**src/rtl/gpio_cfg_pkg.sv**
```systemverilog
// Shared constants for the per-pad GPIO configuration shadow: word width,
// field bit positions, the reset default word and the FSM state encoding.
package gpio_cfg_pkg;

    localparam int GPIO_CFG_WIDTH = 13;

    localparam int MGMT_ENA    = 0;
    localparam int OUTENB      = 1;
    localparam int HOLDOVER    = 2;
    localparam int INP_DIS     = 3;
    localparam int IB_MODE_SEL = 4;
    localparam int ANA_EN      = 5;
    localparam int ANA_SEL     = 6;
    localparam int ANA_POL     = 7;
    localparam int SLOW        = 8;
    localparam int VTRIP       = 9;
    localparam int DM_LSB      = 10;
    localparam int DM_MSB      = 12;

    localparam logic [GPIO_CFG_WIDTH-1:0] GPIO_CFG_DEFAULT = 13'h0402;

    typedef enum logic {
        IDLE  = 1'b0,
        SHIFT = 1'b1
    } cfg_state_e;

endpackage

```
**src/rtl/gpio_cfg_shift_chain.sv**
```systemverilog
// Serial shift register for one link of the GPIO config daisy chain.
// Bits enter at the LSB; the MSB is the chain output to the next pad.
// bit_cnt counts shifts since the last clear and saturates at WIDTH so an
// over-shifted word (upstream data passing through) still commits.
module gpio_cfg_shift_chain
    import gpio_cfg_pkg::*;
#(
    parameter int WIDTH = GPIO_CFG_WIDTH,
    parameter int CNT_W = $clog2(WIDTH + 1)
) (
    input  logic             clk,
    input  logic             rst,
    input  logic             shift_en,
    input  logic             data_in,
    input  logic             cnt_clr,
    input  logic             reg_clr,
    output logic [WIDTH-1:0] shift_reg,
    output logic [CNT_W-1:0] bit_cnt,
    output logic             data_out
);

    // Shift register: cleared on reset/reload, otherwise shifts on strobe.
    // A commit clears only the count, so chain contents persist.
    always_ff @(posedge clk) begin
        if (rst || reg_clr) begin
            shift_reg <= '0;
        end else if (shift_en) begin
            shift_reg <= {shift_reg[WIDTH-2:0], data_in};
        end
    end

    // Shift counter, saturating at WIDTH.
    always_ff @(posedge clk) begin
        if (rst || cnt_clr) begin
            bit_cnt <= '0;
        end else if (shift_en && (bit_cnt != CNT_W'(WIDTH))) begin
            bit_cnt <= bit_cnt + 1'b1;
        end
    end

    assign data_out = shift_reg[WIDTH-1];

endmodule

```
**src/rtl/gpio_config_shadow.sv**
```systemverilog
// Per-pad GPIO configuration shadow. Holds the live pad configuration,
// loaded from mask defaults on reset/reload or from the serial chain on a
// full-width commit. Short commits leave config alone and set a sticky error.
// Event priority: reset, reload_defaults, serial_load, serial_shift.
module gpio_config_shadow
    import gpio_cfg_pkg::*;
#(
    parameter int WIDTH = GPIO_CFG_WIDTH
) (
    input  logic             wb_clk_i,
    input  logic             wb_rst_i,
    input  logic [WIDTH-1:0] gpio_defaults,
    input  logic             serial_shift,
    input  logic             serial_data_in,
    input  logic             serial_load,
    input  logic             reload_defaults,
    output logic             serial_data_out,
    output logic [WIDTH-1:0] config_out,
    output logic             mgmt_ena,
    output logic             outenb,
    output logic             holdover,
    output logic             inp_dis,
    output logic             ib_mode_sel,
    output logic             ana_en,
    output logic             ana_sel,
    output logic             ana_pol,
    output logic             slow_sel,
    output logic             vtrip_sel,
    output logic [2:0]       dm,
    output logic             load_done,
    output logic             load_err
);

    localparam int CNT_W = $clog2(WIDTH + 1);

    cfg_state_e       state, state_nxt;
    logic [WIDTH-1:0] cfg, cfg_nxt;
    logic             done_nxt, err_nxt;
    logic             shift_en, cnt_clr, reg_clr;
    logic [WIDTH-1:0] shift_reg;
    logic [CNT_W-1:0] bit_cnt;

    gpio_cfg_shift_chain #(
        .WIDTH (WIDTH),
        .CNT_W (CNT_W)
    ) u_chain (
        .clk       (wb_clk_i),
        .rst       (wb_rst_i),
        .shift_en  (shift_en),
        .data_in   (serial_data_in),
        .cnt_clr   (cnt_clr),
        .reg_clr   (reg_clr),
        .shift_reg (shift_reg),
        .bit_cnt   (bit_cnt),
        .data_out  (serial_data_out)
    );

    // State, config and flag registers; reset captures the defaults word.
    always_ff @(posedge wb_clk_i) begin
        if (wb_rst_i) begin
            state     <= IDLE;
            cfg       <= gpio_defaults;
            load_done <= 1'b0;
            load_err  <= 1'b0;
        end else begin
            state     <= state_nxt;
            cfg       <= cfg_nxt;
            load_done <= done_nxt;
            load_err  <= err_nxt;
        end
    end

    // Next-state: a load is judged on the pre-shift count and drops any
    // simultaneous shift strobe.
    always_comb begin
        state_nxt = state;
        cfg_nxt   = cfg;
        done_nxt  = 1'b0;
        err_nxt   = load_err;
        shift_en  = 1'b0;
        cnt_clr   = 1'b0;
        reg_clr   = 1'b0;
        if (reload_defaults) begin
            cfg_nxt   = gpio_defaults;
            err_nxt   = 1'b0;
            cnt_clr   = 1'b1;
            reg_clr   = 1'b1;
            state_nxt = IDLE;
        end else if (serial_load) begin
            if (state == SHIFT && bit_cnt == CNT_W'(WIDTH)) begin
                cfg_nxt  = shift_reg;
                done_nxt = 1'b1;
            end else begin
                err_nxt = 1'b1;
            end
            cnt_clr   = 1'b1;
            state_nxt = IDLE;
        end else if (serial_shift) begin
            shift_en  = 1'b1;
            state_nxt = SHIFT;
        end
    end

    assign config_out  = cfg;
    assign mgmt_ena    = cfg[MGMT_ENA];
    assign outenb      = cfg[OUTENB];
    assign holdover    = cfg[HOLDOVER];
    assign inp_dis     = cfg[INP_DIS];
    assign ib_mode_sel = cfg[IB_MODE_SEL];
    assign ana_en      = cfg[ANA_EN];
    assign ana_sel     = cfg[ANA_SEL];
    assign ana_pol     = cfg[ANA_POL];
    assign slow_sel    = cfg[SLOW];
    assign vtrip_sel   = cfg[VTRIP];
    assign dm          = cfg[DM_MSB:DM_LSB];

endmodule

```
**config.mk**
```make
export PLATFORM = sky130hd
export DESIGN_NAME = gpio_config_shadow
export DESIGN_NICKNAME = d
export VERILOG_FILES = /design/src/rtl/gpio_cfg_pkg.sv /design/src/rtl/gpio_cfg_shift_chain.sv /design/src/rtl/gpio_config_shadow.sv
export SDC_FILE = /design/constraint.sdc
export NUM_CORES = 1
export LEC_CHECK = 0
export CAP_MARGIN = 20
export CORE_UTILIZATION = 45
export CTS_CLUSTER_SIZE = 24
export DETAILED_ROUTE_END_ITERATION = 8
export PLACE_DENSITY = 0.81
export SYNTH_ARGS = -nofsm -noshare
export SYNTH_HDL_FRONTEND = slang
export SYNTH_HIERARCHICAL = 1
export SYNTH_SLANG_ARGS = --single-unit
```
**constraint.sdc**
```tcl
create_clock -name wb_clk_i -period 2.2 [get_ports wb_clk_i]
set_input_delay 0.33 -clock wb_clk_i [delete_from_list [all_inputs] [get_ports wb_clk_i]]
set_output_delay 0.33 -clock wb_clk_i [all_outputs]
set_load 0.05 [all_outputs]
```
After elaboration in Yosys (flattened, before gate mapping) --
Index checks and enable logic that the tools add are counted.
Word-level totals: bits in registers 33, word-level logic and storage cells 33, output and inout bits 29
Operators by class: reductions and logical operators 11, bitwise gates (word level) 2, muxes and demuxes 11, equal/unequal tests 2, add/sub/neg operators 1
Operator list (number):
- 2-to-1 mux 13 bit | 4
- 2-to-1 mux 1 bit | 7
- nonzero test 3 bit | 2
- OR reduction 3 bit | 2
- adder 4 x 1 -> 4 bit, second input constant | 1
- equality test 4 bit, second input constant | 1
- inequality test 4 bit, second input constant | 1
- AND reduction 2 bit | 2
- logical AND 1 bit | 2
- logical OR 1 bit | 2
- NOT 1 bit | 2
- OR reduction 2 bit | 1

Logic depth before layout (Yosys ltp) --
depth in word-level cells 6, gate-level depth with buffers 6, gate-level depth less buffers 5

Modules after synthesis --
The synthesis kept the hierarchy.
Modules (own cells, without submodules):
- gpio_config_shadow | times used 1, area each 820.8 um^2, cells each 55, sequential area each 450.4 um^2
- gpio_cfg_shift_chain | times used 1, area each 679.4 um^2, cells each 67, sequential area each 340.3 um^2

Worst setup path before layout --
No wires, ideal clock.
path kind reg2reg, from register u_chain.bit_cnt[0], to register cfg[0] (netlist: config_out[0]) (enable), arrival 1.500 ns, required time 1.799 ns, cell stages (with the launch flop) 3, period minus slack after synthesis 1.901 ns, path slack 0.299 ns, cell sequence dfxtp_1 > nand3b_1 > o21ai_0
On the way: cells in the longest elaborated chain, start to end 4
RTL lines:
- from (decl) | line gpio_cfg_shift_chain.sv:18 | output logic [CNT_W-1:0] bit_cnt,
- from (signal assigned) | line gpio_cfg_shift_chain.sv:37 | bit_cnt <= bit_cnt + 1'b1;
- equality test 4 bit | line gpio_config_shadow.sv:90 | if (state == SHIFT && bit_cnt == CNT_W'(WIDTH)) begin
- logical AND 1 bit | line gpio_config_shadow.sv:90
- nonzero test 3 bit (no source line)
- AND reduction 2 bit (no source line)
- to (signal assigned) | line gpio_config_shadow.sv:62 | cfg <= gpio_defaults;
- to (signal assigned) | line gpio_config_shadow.sv:67 | cfg <= cfg_nxt;
- to (decl) | line gpio_config_shadow.sv:37 | logic [WIDTH-1:0] cfg, cfg_nxt;
Every way passes these cells. A chain may end at the register's enable or synchronous reset.

Final worst setup path --
from register cfg[12] (netlist: config_out[12]), to output port dm[2]
RTL lines:
- to (decl) | line gpio_config_shadow.sv:29 | output logic [2:0] dm,
No word-level cell between the ends.

==> metrics <==
status completed; Hold Crit Class reg2reg; first-pass GRT wire length 4580 µm; WL/cell 13.4 µm; fmax roughly 540 MHz; Core Rows 20; period utilization about 84%; drt pass-1 iters 4; Die Area 3570 µm²; worst-margin pin slew between 0.5 and 0.6 ns; critical path class reg2out; CP bufs+invs 1; CP startpoint kind flop; Global Route Usage Sum between 10% and 20%; initial antenna violation count 0; hold path depth 2; DR WL met2 ~1400 µm; Post-CTS Resized 0; setup TNS 0 ns; #FFs+latches synth 33; sequential area share after synthesis 52.7%; grt ovf 0; routability congestion estimate just over 0.9; power density over the cells just under 700 nW/µm²; H-Tree Depth 2; Worst-Skew Late Latency around 0.33 ns; DP Wirelength ~2100 µm; RSZ-0062 raised after global routing no; Critical Path RT around 1.9 ns; DRC Markers 0; top cell family by delay on the critical path buffers and inverters; Chip Width 59.7 µm; Max Clock Skew around 0.0089 ns; Final Net Count 184; CP Max Fanout 2; postcts setup bufs 0; cts bufs inserted 5; syn_area_per_cell 12.3 µm²; IO Port Bufs 47; Area Overhead vs Synth 32.3%; Antenna Violating Nets Remaining 0; Slew HR about 67%; pin count of the biggest net entering global routing 18; CTS hold repair buffers 0; LEAKAGE roughly 0.72 nW; layout cells sized above 1 17.7%; Worst setup EP type primary output; Syn Inst Count 122; Final Max Slew Viols 0; Ant. Diodes 0; vias in the first global route ~1000; final hold violation count 0; slowest stage cell, crit path clkdlybuf4s50_1; top layer in use met4; WL final ~2800 µm; register clock-pin slew on the reported worst setup and hold paths 0.10 ns; min-delay src state$_SDFFE_PP0P_; syn_nets 143; via count about 1100; Post-Syn Area roughly 1500 µm²; worst r2r dst config_out[6]$_DFFE_PP_; max cap viols 0; Reg2Reg Launch Point u_chain/bit_cnt[0]$_SDFFE_PP0P_; Yosys cell types 26; critical path cell sequence clkdlybuf4s50_1; Reg2Reg Depth 3; initial core utilization between 40% and 50%; clock sinks 33; Synth Warn # 6; flop-to-flop setup slack 0.79 ns; M1 WL around 1100 µm; met3 WL 236 µm; first-iteration detailed-routing DRC count 30; final setup vio count 0; Peak supply drop ~360 µV; I/O pins 48; Die Span Y about 60 µm; Worst Hold Endpoint state$_SDFFE_PP0P_; Clock Tree Root clkbuf_4; worst path arrival time 1.53 ns; CTS tree built; CORE AREA around 3100 µm²; Tmin final about 1.9 ns; Via density 5.13; Largest stage delay, worst path between 0.8 and 0.9 ns; Hold WS about 0.52 ns; Clock Tree Buf Depth 2
## cells by family after synthesis
| family | share of synthesized area [%] |
|---|---|
| and+or+nand+nor | 10.4 |
| AOI/OAI and AO/OA | 3.42 |
| buffers and inverters | 10.7 |
| adders and majority gates | 1.67 |
| DFF | 52.7 |
| muxes | 21.1 |
## placed cells by master (no fill, tap or decap)
| cell | count |
|---|---|
| clkdlybuf4s50_1 | 47 |
| dfxtp_1 | 20 |
| nor2_1 | 15 |
| mux2i_1 | 14 |
| edfxtp_1 | 13 |
| mux2_4 | 8 |
| mux2_2 | 5 |
| clkbuf_4 | 5 |
| buf_4 | 4 |
| nand3_1 | 3 |
| inv_1 | 3 |
| a21oi_1 | 3 |
| nand3b_1 | 2 |
| or2_1 | 2 |
| nor4_1 | 2 |
| nor3_1 | 2 |
| clkinv_2 | 2 |
| nand2_1 | 2 |
| ha_1 | 2 |
| nor2_4 | 1 |
| o21ai_1 | 1 |
| nor2_2 | 1 |
| o221a_2 | 1 |
| clkinvlp_4 | 1 |
| buf_12 | 1 |
| a311o_1 | 1 |
| or3_1 | 1 |
| nand4_1 | 1 |
| a2111oi_1 | 1 |
## layout make-up
class,instances,area (µm²)
repair buffers,52,520
clock buffers,5,37.5
inverters,3,11.3
flip-flops and latches,33,791
multi-input cells,68,552
clock inverters,3,17.5
fillers,262,1120
well taps,44,55.1
## worst max path at each step
stage	to	startpoint	cells past startpoint
6_report	dm[2]	config_out[12]$_DFFE_PP_	1
5_1_grt	serial_data_out	u_chain/shift_reg[12]$_SDFFE_PP0P_	1
4_1_cts	config_out[12]	config_out[12]$_DFFE_PP_	1
3_5_place_dp	u_chain/shift_reg[6]$_SDFFE_PP0P_	reload_defaults	6
3_3_place_gp	u_chain/bit_cnt[2]$_SDFFE_PP0P_	reload_defaults	7
2_1_floorplan	config_out[0]$_DFFE_PP_	u_chain/bit_cnt[0]$_SDFFE_PP0P_	2
## per-layer routing
metal  track usage (%)  up-vias
li1                  -      505
met1              19.1      498
met2              31.1       55
met3              5.63       10
met4              8.97        0
met5                 0        -
## per-stage QoR
step	area, µm²	util [%]	cells	worst slack, ns	total power, mW
6_report	1980	64.0	208	0.344	1.37
2_1_floorplan	1500	-	122	0.299	0.958
5_1_grt	1980	64.0	208	0.287	1.44
3_3_place_gp	1930	62.2	200	0.273	1.06
3_5_place_dp	1930	62.2	200	0.173	1.07
4_1_cts	1980	64.0	208	0.320	1.39
## where the power goes
group          total (mW)  switching (mW)  leakage, nW  internal [mW]
sequential          0.678          0.0134        0.297          0.665
combinational       0.372           0.230        0.390          0.142
clock               0.321           0.201       0.0310          0.120
## cell usage after synthesis (all sizes together)
library cell / count / area share [%]
a2111oi: 1 / 0.67
a21oi: 3 / 1.0
a311o: 1 / 0.67
buf: 18 / 9.9
dfxtp: 20 / 27
edfxtp: 13 / 26
ha: 2 / 1.7
inv: 3 / 0.75
mux2: 13 / 12
mux2i: 14 / 9.3
nand2: 2 / 0.50
nand3: 3 / 1.0
nand3b: 2 / 1.0
nand4: 1 / 0.42
nor2: 17 / 4.8
nor3: 2 / 0.67
nor4: 2 / 0.83
o21ai: 1 / 0.33
o221a: 1 / 0.75
or2: 2 / 0.83
or3: 1 / 0.42
Power figures use the tool's default switching activity.
